File: config.mk
export PLATFORM = sky130hd
export DESIGN_NAME = escaner_teclado
export DESIGN_NICKNAME = d
export VERILOG_FILES = /design/src/rtl/escaner_teclado.sv
export SDC_FILE = /design/constraint.sdc
export NUM_CORES = 1
export LEC_CHECK = 0
export BUFFER_PORTS_ARGS = -buffer_cell sky130_fd_sc_hd__buf_4
export CAP_MARGIN = 20
export CORE_MARGIN = 3
export CORE_UTILIZATION = 56
export CTS_CLUSTER_DIAMETER = 60
export CTS_CLUSTER_SIZE = 8
export DETAILED_ROUTE_END_ITERATION = 8
export GPL_ROUTABILITY_DRIVEN = 1
export PLACE_DENSITY = 0.85
export SYNTH_ARGS = -nofsm -noshare
export SYNTH_HDL_FRONTEND = slang
export SYNTH_SLANG_ARGS = --single-unit
File: constraint.sdc
create_clock -name clk -period 5.5 [get_ports clk]
set_input_delay 1.1 -clock clk [delete_from_list [all_inputs] [get_ports clk]]
set_output_delay 1.1 -clock clk [all_outputs]
set_load 0.005 [all_outputs]
File: src/rtl/escaner_teclado.sv
// 4x4 keypad scanner: drives one row low at a time, samples synchronized columns
// once per SCAN_DIV cycles, latches the first key found and holds it until release.
module escaner_teclado #(
  parameter int unsigned SCAN_DIV        = 12000,
  parameter int unsigned RELEASE_SAMPLES = 4
) (
  input  logic       clk,
  input  logic       rst,
  input  logic [3:0] columnas,
  output logic [3:0] filas,
  output logic       tecla_presionada,
  output logic [3:0] codigo_tecla
);

  typedef enum logic {SCAN, HOLD} state_t;

  state_t      state;
  logic [3:0]  col_m;
  logic [3:0]  col_s;
  logic [15:0] div;
  logic [1:0]  row_idx;
  logic [3:0]  rel_cnt;
  logic        sample;
  logic        any_low;
  logic [1:0]  low_col;
  logic [1:0]  row_next;

  always_ff @(posedge clk or posedge rst) begin
    if (rst) begin
      col_m <= '1;
      col_s <= '1;
    end else begin
      col_m <= columnas;
      col_s <= col_m;
    end
  end

  always_ff @(posedge clk or posedge rst) begin
    if (rst)         div <= '0;
    else if (sample) div <= '0;
    else             div <= div + 16'd1;
  end

  assign sample   = (div == 16'(SCAN_DIV - 1));
  assign any_low  = (col_s != 4'b1111);
  assign row_next = row_idx + 2'd1;

  // Lowest-index low column has priority when several are closed.
  always_comb begin
    low_col = 2'd3;
    if      (!col_s[0]) low_col = 2'd0;
    else if (!col_s[1]) low_col = 2'd1;
    else if (!col_s[2]) low_col = 2'd2;
  end

  always_ff @(posedge clk or posedge rst) begin
    if (rst) begin
      state            <= SCAN;
      row_idx          <= 2'd0;
      filas            <= 4'b1110;
      rel_cnt          <= '0;
      tecla_presionada <= 1'b0;
      codigo_tecla     <= 4'h0;
    end else if (sample) begin
      case (state)
        SCAN: begin
          if (any_low) begin
            codigo_tecla     <= {row_idx, low_col};
            tecla_presionada <= 1'b1;
            rel_cnt          <= '0;
            state            <= HOLD;
          end else begin
            row_idx <= row_next;
            filas   <= ~(4'b0001 << row_next);
          end
        end
        HOLD: begin
          if (any_low) begin
            rel_cnt <= '0;
          end else if (rel_cnt == 4'(RELEASE_SAMPLES - 1)) begin
            rel_cnt          <= '0;
            tecla_presionada <= 1'b0;
            row_idx          <= row_next;
            filas            <= ~(4'b0001 << row_next);
            state            <= SCAN;
          end else begin
            rel_cnt <= rel_cnt + 4'd1;
          end
        end
        default: state <= SCAN;
      endcase
    end
  end

endmodule
## Word level (Yosys, flattened, before mapping)

Cells that the tools add are included.

| storage, ports and cells | value |
|---|---|
| output and inout port bits | 9 |
| bits in registers | 40 |
| word-level logic and storage cells | 50 |
| bits of input ports | 6 |

| operators by class | value |
|---|---|
| $add $sub $neg | 3 |
| reductions and logical operators | 4 |
| eq/ne operators | 7 |
| shift operators | 1 |
| bitwise logic cells | 2 |
| muxes and demuxes | 24 |

Operators with widths:

| kind | number |
|---|---|
| 2-to-1 mux 4 bit | 6 |
| adder 16 x 1 -> 16 bit, second input constant | 1 |
| equality test 16 x 14 -> 1 bit, second input constant | 1 |
| 2-to-1 mux 16 bit | 1 |
| one-hot mux 4 bit (2 select lines) | 2 |
| 2-to-1 mux 2 bit | 5 |
| AND reduction 4 bit | 2 |
| 2-to-1 mux 1 bit | 7 |
| inequality test 2 bit, second input constant | 3 |
| adder 4 x 1 -> 4 bit, second input constant | 1 |
| equality test 4 x 2 -> 1 bit, second input constant | 1 |
| inequality test 4 bit, second input constant | 1 |
| NOT 4 bit | 1 |
| one-hot mux 1 bit (2 select lines) | 2 |
| one-hot mux 2 bit (2 select lines) | 1 |
| left shift 1 x 2 -> 4 bit, first input constant | 1 |
| AND reduction 3 bit | 1 |
| adder 2 x 1 -> 2 bit, second input constant | 1 |
| inequality test 2 x 1 -> 1 bit, second input constant | 1 |
| AND reduction 2 bit | 1 |
| NOT 1 bit | 1 |

## Logic depth before layout (Yosys ltp)

Gate-level depths: netlist of run 1.

| depth | value |
|---|---|
| word-level depth | 6 |
| gate-level depth with buffers | 6 |
| mapped depth without buffers | 5 |

## Worst setup path after synthesis of run 1

OpenSTA, ideal clock, no wires.

| path | value |
|---|---|
| path kind | register to register |
| start point | register div[12] |
| end point | register codigo_tecla[2] |
| buffers on the path | 1 |
| clock period less this slack | 2294 ps |
| slack | 3206 ps |
| data arrival time | 2168 ps |
| data required time | 5375 ps |
| library setup time | 125 ps |
| stages on the path, launching flop included | 6 |
| path through | dfrtp_1 or4b_4 or4_4 buf_6 nor3_4 mux2_4 |

| between the ends | value |
|---|---|
| word-level cells in the longest chain between the ends | 2 |

Ends and longest elaborated chain:

| what | RTL line | text |
|---|---|---|
| start: declaration | 20 | `logic [15:0] div;` |
| start signal: assignment | 41 | `else div <= div + 16'd1;` |
| equality test 16 x 14 -> 1 bit | 44 | `assign sample = (div == 16'(SCAN_DIV - 1));` |
| AND reduction 3 bit (no source line) | n/a |  |
| end signal: assignment | 68 | `codigo_tecla <= {row_idx, low_col};` |
| end: declaration | 12 | `output logic [3:0] codigo_tecla` |

No other way between the ends.
A chain may end at the register's enable or synchronous reset.

## Worst setup path in the final report of run 1

| path | value |
|---|---|
| start point | register div[12] |
| end point | register row_idx[1] |

| between the ends | value |
|---|---|
| word-level cells in the longest chain between the ends | 2 |

Ends and longest elaborated chain:

| what | RTL line | text |
|---|---|---|
| equality test 16 x 14 -> 1 bit | 44 |  |
| AND reduction 4 bit (no source line) | n/a |  |
| end signal: assignment | 73 | `row_idx <= row_next;` |
| end signal: assignment | 83 | `row_idx <= row_next;` |
| end: declaration | 21 | `logic [1:0] row_idx;` |

No other way between the ends.

==> results_dict.tcl, run 1 <==
set metrics [dict create \
    cap_violations 0 \
    io_buffers 14 \
    cts_max_level 2 \
    drive_gt1_frac 0.243 \
    ant_nets 0 \
    seqCellArea_mm2 0.00101 \
    cts.hold.buffers_added 0 \
    floorplan.initialDensity 0.614 \
    wl_per_cell_um 13.9 \
    gp_congestion 0.878 \
    synth_ff_type "dfrtp_1" \
    max_freq_mhz 368 \
    yosysWarnings 0 \
    drc 0 \
    worstPathCellList "or4b_4 -> nor4_1 -> buf_4 -> nand2_1 -> mux2_2" \
    hold_viol 0 \
    dp_hpwl_um 2220 \
    worst_pin_slew_ps 953 \
    drtIter0Drc 58 \
    ys_seq_area_frac 0.574 \
    synth_cell_types 33 \
    dr.pass1.iters 4 \
    ir_worst_vdd_mv 0.250 \
    worst-path-buf-inv 1 \
    max_stage_delay_ps 840 \
    crit_path_end_kind "register" \
    startpoint "div[12]$_DFF_PP0_" \
    multi_input_area_um2 691 \
    io_pins 15 \
    diodes 0 \
    grt_pass1_vias 1131 \
    routed_via_density 5.42 \
    cts_root_buf "clkbuf_4" \
    fin_setup_tns_ps 0 \
    finish.net_count 184 \
    antenna_found_initial 0 \
    die_area_mm2 0.00386 \
    clk_latency_ps 350 \
    cp_max_fo 7 \
    synth_enable_flop_cells 0 \
    cp-start-kind "register" \
    row_count 19 \
    period_minus_slack_ps 2720 \
    grt_max_degree 41 \
    cts_resized 0 \
    async_reset_ff_frac 1.00 \
    cts_tree "done" \
    core_mm2 0.00288 \
    ys_top_cells_by_count "dfrtp_1, dfstp_2, inv_1, nor2_1" \
    wl_um 2990 \
    rsz0062_at_grt "no" \
    synth_top_area_share 0.411 \
    powerDensity_mw_per_mm2 250 \
    synth_seq_cells 40 \
    slowest_stage "nor4_1" \
    path_delay_family "simple AND/OR/NAND/NOR gates" \
    finalMaxSlewViolations 0 \
    cts_sinks 40 \
    fin_crit_sh 0.494 \
    grt_overflow 0 \
    min_path_type "register to register" \
    synth_top_cell_by_area "dfrtp_1" \
    cts-buffers-inserted 5 \
    r2r-start "div[12]$_DFF_PP0_" \
    fill_cells 216 \
    dp.cells 207 \
    grt_pass1_wl_um 5200 \
    syn_avg_cell_area_um2 11.6 \
    path_clk_slew_ps 120 \
    path_class "register to register" \
    clock_skew_ps 15.2 \
    die_w_um 62.2 \
    outcome "finished, final reports clean" \
    cts_max_path_buffers 2 \
    required_ps 5750 \
    stdcell_count 215 \
    synth_fp_nets 164 \
    syn-instance-count 152 \
    maxSlewHeadroom 0.359 \
    ys_top_cells_by_area "dfrtp_1, dfstp_2, ha_1, mux2i_1, xnor2_1" \
    vias 1166 \
    yosysMostFrequentCell "dfrtp_1" \
    min_from "col_m[2]$_DFF_PP1_" \
    p_leak_nw 0.903 \
    area_delta_synth_final_pct 13.2 \
    synth_area_mm2 0.00177 \
    die_h_um 62.2 \
    worstPathArrival_ps 2970 \
    finalSetupViolCount 0 \
    cts_setup_buffers 0 \
    grt_util_all_layers 0.174 \
]
==> layout make-up <==
| cell class | instances | area share |
|---|---|---|
| Multi-Input combinational cell | 98 | 0.345 |
| Clock buffer | 5 | 0.0188 |
| Inverter | 11 | 0.0207 |
| Timing Repair Buffer | 16 | 0.0601 |
| Tap cell | 42 | 0.0263 |
| Clock inverter | 3 | 0.0213 |
| Sequential cell | 40 | 0.508 |
==> cell families (layout without fill, tap and decap cells) <==
kind of cell	Yosys count	count (layout)	share of synthesized area
AOI/OAI and AO/OA	17	17	0.0531
xor gates and xnor gates	13	13	0.0644
adders and majority gates	6	6	0.0425
buffers and inverters	14	35	0.0347
DFF	40	40	0.574
muxes	10	10	0.0630
and+or+nand+nor	52	52	0.168
==> flip-flops by register name (all words and copies together), names as in the netlist <==
name              count
codigo_tecla          4
col_m                 4
col_s                 4
div                  16
filas                 4
rel_cnt               4
row_idx               2
state                 1
tecla_presionada      1
==> metrics by stage <==
stage	area (µm²)	hold WS [ps]	util	power (mW)	setup WS, ps
final	2000	363	0.695	0.500	2780
after global routing	2000	370	0.695	0.522	2610
after CTS	2000	365	0.695	0.507	2810
after detailed placement	1920	348	0.667	0.317	2820
after global placement	1920	346	0.667	0.316	2860
after floorplan	1770	345	-	0.312	3210
==> layer usage <==
metal / vias up / global-route usage / wire length (µm)
li1: 565 / - / -
met1: 563 / 0.231 / 1290
met2: 33 / 0.265 / 1500
met3: 5 / 0.0414 / 146
met4: 0 / 0.0912 / 57
met5: - / 0 / 0
==> cells in the final DEF, fill, tap and decap left out, types with 5 or more instances in the layout <==
cell / n
xnor2_1: 8
dfstp_2: 11
a21oi_1: 5
nand3_1: 9
nor2_1: 11
nand4_1: 6
inv_1: 11
ha_1: 6
mux2i_1: 7
o21ai_0: 9
xor2_1: 5
nand2_1: 9
dfrtp_1: 29
clkbuf_4: 5
buf_4: 16
==> worst paths after layout <==
check	end	slack, ps	cells past startpoint
min	col_s[2]$_DFF_PP1_	360	0
min in group asynchronous	codigo_tecla[2]$_DFFE_PP0P_	860	3
max in group asynchronous	col_s[3]$_DFF_PP1_	4290	3
max reg2reg	row_idx[1]$_DFFE_PP0P_	2780	5
min reg2reg	col_s[2]$_DFF_PP1_	360	0
max	row_idx[1]$_DFFE_PP0P_	2780	5
==> where the power goes <==
part,total [mW],switching [mW],internal (mW)
combinational,0.0101,0.00683,0.00331
sequential,0.301,0.00153,0.300
clock,0.189,0.0940,0.0948
(Power assumes the default switching activity.)
==> run 2, diff against run 1 <==
Clock period 5.5 ns to 2.5 ns, I/O delays scaled along.
==> run 2 against run 1 <==
Compared with the run above: register-to-register slack got worse by 2600 ps; sequential power is 120% higher; first-iteration DRC count fell by 24%; setup slack got worse by 2600 ps; clock skew rose by 0.61 ps; largest cell class unchanged.
==> results_dict.tcl, run 2 (synthesis gave the netlist of run 1 again) <==
set metrics [dict create \
    outcome "finished, final reports clean" \
    place_ws_ps 197 \
    cts_setup_buffers 0 \
    largest_reg_flops 16 \
    grt_pass1_wl_um 5470 \
    cts_tree "done" \
    drive_gt1_frac 0.247 \
    finalMaxSlewViolations 0 \
    crit_path_end_kind "register" \
    required_ps 2760 \
    drc 0 \
    cap_violations 0 \
    fin_ws_ps 210 \
    worst_pin_slew_ps 476 \
    powerDensity_mw_per_mm2 558 \
    maxSlewHeadroom 0.683 \
    finalSetupViolCount 0 \
    drt-met1-wl_um 1270 \
    routed_via_density 5.57 \
    wl_per_cell_um 14.1 \
    seqCellArea_mm2 0.00101 \
    cts_resized 0 \
    path_clk_slew_ps 130 \
    final_cell_mix "dfrtp_1, buf_4, inv_1, nor2_1, dfstp_2" \
    dr.pass1.iters 4 \
    max_freq_mhz 437 \
    cts_root_buf "clkbuf_4" \
    finish.net_count 185 \
    worstPathArrival_ps 2550 \
    period_minus_slack_ps 2290 \
    rsz0062_at_grt "no" \
    antenna_found_initial 0 \
    drtIter0Drc 44 \
    grt_max_degree 41 \
    die_h_um 62.2 \
    floorplan.initialDensity 0.614 \
    cts-buffers-inserted 5 \
    clk_latency_ps 360 \
    dp.cells 208 \
    min_path_type "input pin to asynchronous set/reset pin" \
    route.met3.wl_um 158 \
    layout_commonest_cell "dfrtp_1" \
    die_w_um 62.2 \
    p_leak_nw 0.907 \
    grt_util_all_layers 0.180 \
    dp_hpwl_um 2210 \
    wl_um 3050 \
    area_delta_synth_final_pct 13.8 \
    clock_skew_ps 15.8 \
    core_mm2 0.00288 \
    gp_congestion 0.865 \
    stdcell_count 216 \
    fin_crit_sh 0.916 \
    cts.hold.buffers_added 0 \
    cts_max_level 2 \
    row_count 19 \
    cts_max_path_buffers 2 \
    hold_viol 0 \
    vias 1203 \
    diodes 0 \
    top_layer "met4" \
    grt_pass1_vias 1201 \
    fin_setup_tns_ps 0 \
    io_pins 15 \
    regMostFlops "div" \
    io_buffers 14 \
    fill_cells 207 \
    hold-worst-slack_ps 228 \
    die_area_mm2 0.00386 \
    path_class "register to register" \
    grt_overflow 0 \
    ant_nets 0 \
    ir_worst_vdd_mv 0.507 \
    cp_max_fo 9 \
    multi_input_area_um2 691 \
    wl_met2_um 1550 \
    cp-start-kind "register" \
    cts_sinks 40 \
]
[run 2: cell types whose count changed in the layout (fill, tap and decap cells not counted), sizes merged]
cell	change
clkinv	-1
inv	+1
buf	+1
[run 2: layer usage]
metal,GRT usage,vias to the layer above
li1,-,572
met1,0.219,584
met2,0.297,39
met3,0.0559,8
met4,0.0773,0
met5,0,-
[run 2: through the flow]
step           total power [mW]  utilization  instance area, µm²
3_5_place_dp              0.698        0.670                1930
3_3_place_gp              0.696        0.670                1930
2_1_floorplan             0.685            -                1770
6_report                   1.12        0.699                2010
5_1_grt                    1.17        0.699                2010
4_1_cts                    1.13        0.699                2010
[run 2: critical path: stages, from the launching register on]
cell and delay (ps):
dfrtp_1 430, or4b_4 530, or4_4 610, nor3_4 300
mux2_4 330
[run 2: layout make-up]
cell class                 instances  area share
sequential                        40       0.505
multi-input combinational         98       0.343
timing repair buffer              17      0.0635
tap                               42      0.0261
clock inverter                     3      0.0230
inverter                          11      0.0205
clock buffer                       5      0.0187
[run 2: where the power goes]
part	total, mW	internal [mW]	switching [mW]
combinational	0.0223	0.00727	0.0151
clock	0.437	0.213	0.223
sequential	0.663	0.659	0.00352
[run 2: path summary, 6_finish.rpt]
check / start / endpoint / slack (ps) / cells past startpoint
max reg2reg: div[14]$_DFF_PP0_ / codigo_tecla[3]$_DFFE_PP0P_ / 210 / 4
min reg2reg: col_m[0]$_DFF_PP1_ / col_s[0]$_DFF_PP1_ / 370 / 0
min: rst / codigo_tecla[0]$_DFFE_PP0P_ / 230 / 3
min in group clk: columnas[0] / col_m[0]$_DFF_PP1_ / 230 / 1
max: div[14]$_DFF_PP0_ / codigo_tecla[3]$_DFFE_PP0P_ / 210 / 4
max in group asynchronous: rst / col_s[2]$_DFF_PP1_ / 1900 / 3
